### config.mk
export PLATFORM = sky130hd
export DESIGN_NAME = rate_sequencer
export DESIGN_NICKNAME = d
export VERILOG_FILES = /design/src/rtl/rate_sequencer.sv
export SDC_FILE = /design/constraint.sdc
export NUM_CORES = 1
export LEC_CHECK = 0
export ABC_CLOCK_PERIOD_IN_PS = 1700
export CAP_MARGIN = 15
export CORE_ASPECT_RATIO = 0.75
export CORE_MARGIN = 5
export CORE_UTILIZATION = 28
export CTS_BUF_LIST = sky130_fd_sc_hd__clkbuf_8
export DETAILED_ROUTE_END_ITERATION = 12
export GPL_TIMING_DRIVEN = 0
export PLACE_DENSITY_LB_ADDON = 0.3
export REMOVE_ABC_BUFFERS = 1
export SKIP_LAST_GASP = 1
export SYNTH_ARGS = -nofsm -noshare
export SYNTH_HDL_FRONTEND = slang
export SYNTH_SLANG_ARGS = --single-unit
### constraint.sdc
create_clock -name clock_i -period 1.7 [get_ports clock_i]
set_input_delay 0.255 -clock clock_i [delete_from_list [all_inputs] [get_ports clock_i]]
set_output_delay 0.255 -clock clock_i [all_outputs]
set_load 0.005 [all_outputs]
### src/rtl/rate_sequencer.sv
// rate_sequencer: steps the rate divider through up to four programmed {sel, count} phases.
// Define RATE_SEQUENCER_LOOP_EN to restart at phase 0 after DONE instead of returning to idle.
module rate_sequencer #(
    parameter int unsigned NUM_PHASES = 4,
    parameter int unsigned CNT_W      = 4
) (
    input  logic             clock_i,
    input  logic             resetn_i,
    input  logic             start_i,
    input  logic             stop_i,
    input  logic             cfg_we_i,
    input  logic [1:0]       cfg_addr_i,
    input  logic [1:0]       cfg_sel_i,
    input  logic [CNT_W-1:0] cfg_count_i,
    input  logic             tick_i,
    output logic [1:0]       sel_o,
    output logic             div_resetn_o,
    output logic [1:0]       phase_o,
    output logic             busy_o,
    output logic             done_o,
    output logic [3:0]       value_o
);

    typedef enum logic [1:0] {
        StIdle,
        StLoad,
        StRun,
        StDone
    } state_e;

    localparam logic [1:0]       LastPhase = 2'(NUM_PHASES - 1);
    localparam logic [CNT_W-1:0] CntOne    = CNT_W'(1);

    state_e           state_q, state_d;
    logic [1:0]       phase_q, phase_d;
    logic [3:0]       value_q, value_d;
    logic [CNT_W-1:0] remaining_q, remaining_d;
    logic             load_cnt_q, load_cnt_d;

    logic [1:0]       cfg_sel_q   [NUM_PHASES];
    logic [CNT_W-1:0] cfg_count_q [NUM_PHASES];

    logic [1:0]       cur_sel;
    logic [CNT_W-1:0] cur_count;
    logic             cfg_wr;

    assign cur_sel   = cfg_sel_q[phase_q];
    assign cur_count = cfg_count_q[phase_q];

    // Slots are only writable while idle so a running sequence never sees its table change.
    assign cfg_wr = cfg_we_i && (state_q == StIdle) && ({30'd0, cfg_addr_i} < NUM_PHASES);

    always_ff @(posedge clock_i or negedge resetn_i) begin
        if (!resetn_i) begin
            for (int i = 0; i < int'(NUM_PHASES); i++) begin
                cfg_sel_q[i]   <= 2'b00;
                cfg_count_q[i] <= '0;
            end
        end else if (cfg_wr) begin
            cfg_sel_q[cfg_addr_i]   <= cfg_sel_i;
            cfg_count_q[cfg_addr_i] <= cfg_count_i;
        end
    end

    always_ff @(posedge clock_i or negedge resetn_i) begin
        if (!resetn_i) begin
            state_q     <= StIdle;
            phase_q     <= 2'b00;
            value_q     <= 4'd0;
            remaining_q <= '0;
            load_cnt_q  <= 1'b0;
        end else begin
            state_q     <= state_d;
            phase_q     <= phase_d;
            value_q     <= value_d;
            remaining_q <= remaining_d;
            load_cnt_q  <= load_cnt_d;
        end
    end

    always_comb begin
        state_d     = state_q;
        phase_d     = phase_q;
        value_d     = value_q;
        remaining_d = remaining_q;
        load_cnt_d  = load_cnt_q;

        if (stop_i) begin
            // Abort keeps phase and value on the display.
            state_d = StIdle;
        end else begin
            unique case (state_q)
                StIdle: begin
                    if (start_i) begin
                        state_d    = StLoad;
                        phase_d    = 2'b00;
                        value_d    = 4'd0;
                        load_cnt_d = 1'b0;
                    end
                end
                StLoad: begin
                    // Two cycles: divider latches the new rate, then reloads under reset.
                    if (!load_cnt_q) begin
                        if (cur_count == '0) begin
                            state_d = StDone;
                        end else begin
                            load_cnt_d = 1'b1;
                        end
                    end else begin
                        state_d     = StRun;
                        remaining_d = cur_count;
                    end
                end
                StRun: begin
                    if (tick_i) begin
                        value_d     = value_q + 4'd1;
                        remaining_d = remaining_q - CntOne;
                        if (remaining_q == CntOne) begin
                            if (phase_q == LastPhase) begin
                                state_d = StDone;
                            end else begin
                                state_d    = StLoad;
                                phase_d    = phase_q + 2'd1;
                                load_cnt_d = 1'b0;
                            end
                        end
                    end
                end
                StDone: begin
`ifdef RATE_SEQUENCER_LOOP_EN
                    // An empty slot 0 can never produce a tick, so it ends the run.
                    if (cfg_count_q[0] != '0) begin
                        state_d    = StLoad;
                        phase_d    = 2'b00;
                        load_cnt_d = 1'b0;
                    end else begin
                        state_d = StIdle;
                    end
`else
                    state_d = StIdle;
`endif
                end
                default: state_d = StIdle;
            endcase
        end
    end

    always_comb begin
        sel_o        = (state_q == StIdle) ? 2'b00 : cur_sel;
        div_resetn_o = (state_q == StRun);
        busy_o       = (state_q != StIdle);
        done_o       = (state_q == StDone);
        phase_o      = phase_q;
        value_o      = value_q;
    end

endmodule

==> flow_summary.json, run 1 <==
{
  "synth_xor_area_frac": 0,
  "status": "finished with violations",
  "h-tree-depth": 2,
  "synth_cells": 154,
  "clk_pin_slew_ns": 0.07,
  "grt_antenna_before_repair": 0,
  "hp-class": "primary input to asynchronous set/reset pin",
  "crit_fanout": 3,
  "root_buffer": "clkbuf_8",
  "portBuffers": 24,
  "drt_iter0_drc": 43,
  "fp.dieH_um": 80.5,
  "ctsHoldBuffers": 0,
  "rows": 25,
  "syn2layout_area_growth_pct": 39.5,
  "synthMuxAreaShare": 0.230,
  "async_flop_share": 1.00,
  "setup.worst_path.start_class": "register",
  "power_frac_comb": 0.352,
  "drtAntennaViolNets": 0,
  "crit_required_ns": 1.44,
  "irDropWorstVdd_uv": 564,
  "path_delay_family": "multiplexers",
  "clockPowerShare": 0.226,
  "synth_top_family_by_area": "multiplexers",
  "die_w_um": 104,
  "nFillCells": 648,
  "clock_sinks": 37,
  "netSwitchingPower_uw": 1020,
  "synth_compound_area_frac": 0.0801,
  "grt_usage": 0.111,
  "switching_share": 0.304,
  "vias_per_cell": 4.80,
  "ys_seq_elements": 37,
  "fmax_ghz": 0.551,
  "critical_path.cell_chain": "buf_4 -> mux4_2 -> nor2b_4 -> buf_2",
  "routed-via-count": 1383,
  "grt_max_degree": 38,
  "syn_avg_cell_area_um2": 12.1,
  "grt.overflow.total": 0,
  "antenna_cells": 0,
  "gp_congestion": 0.745,
  "fin_ws_ns": -0.115,
  "syn_area_um2": 1860,
  "power.density_nw_per_um2": 1290,
  "place_hpwl_mm": 2.74,
  "cts_tree": "built",
  "yosysSeqAreaShare": 0.498,
  "tightest_slew_ns": 0.838,
  "wl_per_cell_um": 15.0,
  "cap_violations": 0,
  "dr.pass1.iters": 4,
  "critPathCaptureType": "primary output",
  "worst_r2r_path_depth": 5,
  "hold_viol": 0,
  "cts_buffers": 5,
  "crit_path_max_incr_delay_ns": 0.48,
  "synthAdderAreaFrac": 0.0269,
  "p_seq_frac": 0.422,
  "placed_cells": 253,
  "finalSetupTns_ns": -0.441,
  "crit_buf_inv": 2,
  "drc_errors": 0,
  "grt_pass1_vias": 1444,
  "holdWs_ns": 0.0604,
  "yosys.area_share.simple": 0.144,
  "finalCriticalPeriod_ns": 1.81,
  "clk_latency_ns": 0.29,
  "critPathKind": "register to primary output",
  "arrival_ns": 1.56,
  "fin_crit_sh": 1.07,
  "finClkSkew_ns": 0.00710,
  "cp_num_cells": 4,
  "power.total_uw": 3340,
  "wirelength_mm": 4.33,
  "cts_buffer_depth": 2,
  "nets": 224,
  "cellLeakagePower_uw": 0.00108,
  "dieArea_um2": 8380,
  "critPathSlowestCell": "mux4_2",
  "final_cells": 288,
  "grt_pass1_wl_mm": 7.27,
  "synth_flop_cell": "dfrtp_1",
  "yosysWarnings": 0,
  "setup_viol": 6,
  "initial_core_util": 0.291,
  "core_um2": 6380,
  "violations": "negative setup slack",
  "synth.distinct_cells": 36,
  "drive_above_1_share": 0.406,
  "p_int_uw": 2330,
  "synth_edf_count": 0,
  "ios": 25,
  "rsz0062_at_grt": "true",
  "slew-limit-headroom": 0.442,
  "slew_viol_final": 0
}
placed cells by master, fill, tap and decap left out, types with 2 or more instances in the layout:
cell type,n
clkdlybuf4s50_1,18
buf_2,3
nand2_1,6
nand2b_1,8
nor2b_4,2
a22o_1,2
mux4_2,6
o21ai_1,6
nand3_1,3
dfrtp_2,4
dlygate4sd2_1,3
nor2_1,5
o21ai_0,4
mux2_1,3
a21oi_1,9
mux2_2,22
clkbuf_8,5
buf_4,24
ha_1,3
inv_1,4
nand3b_1,2
nor2b_1,2
buf_6,3
dfrtp_1,33
cells by family (layout without fill, tap and decap cells):
| group | count (synthesis) | in the layout |
|---|---|---|
| adders and majority gates | 4 | 4 |
| DFF | 37 | 37 |
| AOI/OAI and AO/OA | 26 | 26 |
| and+or+nand+nor | 45 | 45 |
| buffers and inverters | 10 | 63 |
| muxes | 32 | 32 |
per-layer routing:
layer	vias to the layer above	share of wire	GRT usage	routed length, um
met5	-	0	0	0
li1	669	-	-	-
met2	29	0.45	0.161	1940
met1	680	0.49	0.155	2110
met4	0	0.012	0.0388	52
met3	5	0.052	0.0369	227
through the flow:
step | utilization | instance area [um2] | setup WS (ns)
finish | 0.406 | 2590 | -0.115
global route | 0.406 | 2590 | -0.177
CTS | 0.402 | 2560 | -0.116
detailed placement | 0.340 | 2170 | -0.435
global placement | 0.341 | 2180 | -0.576
floorplan | - | 1830 | -0.0483
sequential cells by signal (all words and copies together) (netlist names):
register and flops:
cfg_sel_q 8, remaining_q 4, cfg_count_q 16, phase_o 2, state_q 2, load_cnt_q 1
value_o 4
final timing paths:
check,slack [ns],startpoint,endpoint
min,0.06,resetn_i,value_o[2]$_DFFE_PN0P_
max in group asynchronous,1.05,resetn_i,state_q[0]$_DFFE_PN0P_
max reg2reg,-0.09,phase_o[0]$_DFFE_PN0P_,load_cnt_q$_DFFE_PN0P_
min in group clock_i,0.49,cfg_sel_q[5]$_DFFE_PN0P_,cfg_sel_q[5]$_DFFE_PN0P_
max,-0.11,phase_o[0]$_DFFE_PN0P_,sel_o[1]
min reg2reg,0.49,cfg_sel_q[5]$_DFFE_PN0P_,cfg_sel_q[5]$_DFFE_PN0P_
cells in the mapped netlist (2+ instances only):
master	number	area share
a21oi_1	10	0.027
a22o_1	2	0.0094
clkbuf_1	5	0.010
dfrtp_1	37	0.50
ha_1	4	0.027
inv_1	4	0.0081
mux2_1	3	0.018
mux2_2	22	0.13
mux4_2	6	0.073
nand2_1	7	0.014
nand2b_1	9	0.030
nand3_1	3	0.0081
nand3b_1	2	0.0081
nor2_1	6	0.012
nor2b_1	4	0.013
nor4b_1	2	0.0094
o21ai_0	5	0.013
o21ai_1	5	0.013
power groups by stage:
stage	Clock [uW]	Sequential (uW)	Combinational, uW
2_1_floorplan	0	1360	618
3_3_place_gp	0	1430	850
3_5_place_dp	0	1440	867
4_1_cts	788	1410	1140
5_1_grt	821	1450	1310
6_report	755	1410	1180
layout make-up:
type	count	area (um2)	share of cell area
clock buffers	5	68.8	0.0266
clock inverters	3	42.5	0.0164
inverters	4	17.5	0.00676
multi-input cells	107	995	0.384
flip-flops and latches	37	931	0.359
well taps	81	101	0.0391
repair buffers	51	435	0.168
what timing repair did:
| item | CTS | global route |
|---|---|---|
| buffers inserted | 25 | 2 |
| pin swaps | 6 | 3 |
| hold endpoints to repair | 0 | 0 |
| gates resized for setup | 34 | 5 |
| setup endpoints to repair | 39 | 20 |
No activity file was read; power rests on OpenSTA's default activity.
==> inputs of run 2 (changes only) <==
Settings changed: ABC_AREA set to 0, CTS_BUF_LIST sky130_fd_sc_hd__clkbuf_8 to sky130_fd_sc_hd__clkbuf_2.
==> flow_summary.json, run 2 (synthesized netlist as in run 1, its figures left out) <==
{
  "grt_max_degree": 38,
  "holdWs_ns": 0.491,
  "portBuffers": 24,
  "grt_usage": 0.112,
  "grt.overflow.total": 0,
  "critPathKind": "register to primary output",
  "slew_viol_final": 0,
  "tightest_slew_ns": 0.857,
  "rows": 25,
  "violations": "negative setup slack",
  "status": "finished with violations",
  "top_regs": "cfg_count_q: 16 flops, cfg_sel_q: 8 flops",
  "antenna_cells": 0,
  "worstSetupStartpoint": "phase_o[0]$_DFFE_PN0P_",
  "irDropWorstVdd_uv": 537,
  "critPathCaptureType": "primary output",
  "arrival_ns": 1.65,
  "core_um2": 6380,
  "final_core_util": 0.402,
  "h-tree-depth": 2,
  "die_w_um": 104,
  "slew-limit-headroom": 0.429,
  "fmax_ghz": 0.524,
  "worst_r2r_path_depth": 6,
  "wirelength_mm": 4.42,
  "setup_viol": 17,
  "crit_required_ns": 1.44,
  "cellLeakagePower_uw": 0.00107,
  "cts_buffer_depth": 2,
  "power.density_nw_per_um2": 1230,
  "cts_buffers": 5,
  "reg2reg_to": "state_q[1]$_DFFE_PN0P_",
  "finalSetupTns_ns": -1.18,
  "grt_pass1_vias": 1438,
  "drtAntennaViolNets": 0,
  "finClkSkew_ns": 0.0188,
  "dieArea_um2": 8380,
  "wl_per_cell_um": 15.3,
  "ios": 25,
  "drt_iter0_drc": 50,
  "rsz0062_at_grt": "true",
  "place_hpwl_mm": 2.74,
  "fp.dieH_um": 80.5,
  "drive_above_1_share": 0.415,
  "hp-class": "primary input to asynchronous set/reset pin",
  "fin_ws_ns": -0.209,
  "drc_errors": 0,
  "cts_tree": "built",
  "cap_violations": 0,
  "clk_latency_ns": 0.40,
  "grt_antenna_before_repair": 0,
  "clock_sinks": 37,
  "root_buffer": "clkbuf_2",
  "rrSetupSlack_ns": -0.17,
  "hold_viol": 0,
  "initial_core_util": 0.291,
  "routed-via-count": 1384,
  "final_common_cell": "dfrtp_1",
  "syn2layout_area_growth_pct": 38.2,
  "grt_pass1_wl_mm": 7.36,
  "final_cell_mix": "32 x dfrtp_1, 22 x mux2_2, 19 x buf_4",
  "nets": 224,
  "setup.worst_path.start_class": "register",
  "fin_crit_sh": 1.12,
  "reg2reg_from": "phase_o[0]$_DFFE_PN0P_",
  "clk_pin_slew_ns": 0.21,
  "crit_fanout": 2,
  "top_register": "cfg_count_q",
  "dr.pass1.iters": 4,
  "gp_congestion": 0.745,
  "vias_per_cell": 4.81,
  "finalCriticalPeriod_ns": 1.91,
  "largest_register_ffs": 16
}
==> run 2: final cells by class <==
type / instances / area [um2]
timing repair buffer: 51 / 449
inverter: 4 / 17.5
fill: 641 / 3810
sequential: 37 / 932
multi-input combinational: 107 / 998
clock buffer: 6 / 30.0
clock inverter: 2 / 38.8
tap: 81 / 101
==> run 2: worst max-delay path by stage <==
stage	endpoint	slack [ns]	cells after the start
finish	sel_o[0]	-0.21	4
global route	sel_o[0]	-0.29	4
CTS	sel_o[0]	-0.22	4
detailed placement	state_q[1]$_DFFE_PN0P_	-0.44	4
global placement	cfg_count_q[3]$_DFFE_PN0P_	-0.58	1
floorplan	state_q[1]$_DFFE_PN0P_	-0.05	4
==> run 2: where the power goes <==
part	total [uW]	switching, uW	internal [uW]	leakage, uW
Clock	568	310	258	0.0000432
Sequential	1390	208	1180	0.000445
Combinational	1200	497	707	0.000582
Total	3170	1020	2150	0.00107
==> run 2: worst max-delay path: stages (launching register included) <==
cell,delay (ns)
dfrtp_2,0.42
buf_6,0.12
mux4_2,0.48
nor2b_4,0.14
buf_2,0.12
==> run 2: metal layers <==
layer | GRT usage | up-vias | share of wire
met5 | 0 | - | 0
met4 | 0.0349 | 0 | 0.010
met3 | 0.0369 | 4 | 0.047
met2 | 0.160 | 27 | 0.43
met1 | 0.160 | 686 | 0.51
li1 | - | 667 | -
==> run 2: per-stage QoR <==
stage	setup WS, ns	total power, uW	area [um2]	instances
3_3_place_gp	-0.576	2280	2180	253
5_1_grt	-0.293	3390	2570	288
4_1_cts	-0.223	3090	2460	281
6_report	-0.209	3170	2570	288
3_5_place_dp	-0.435	2310	2170	253
2_1_floorplan	-0.0483	1980	1830	148
==> run 2: repair_timing <==
action                                 CTS  global route
gates resized for setup                 33            18
setup endpoints to repair               39            27
hold buffers                             1             0
pin swaps                                5             7
setup buffers                           19             7
endpoints found under the hold margin   37             0
==> inputs of run 3 (changes only) <==
Settings changed: ABC_CLOCK_PERIOD_IN_PS 1700 to unset, GPL_ROUTABILITY_DRIVEN set to 0.
==> results of run 3 <==
Final layout, timing and power as in run 2 (identical DEF).
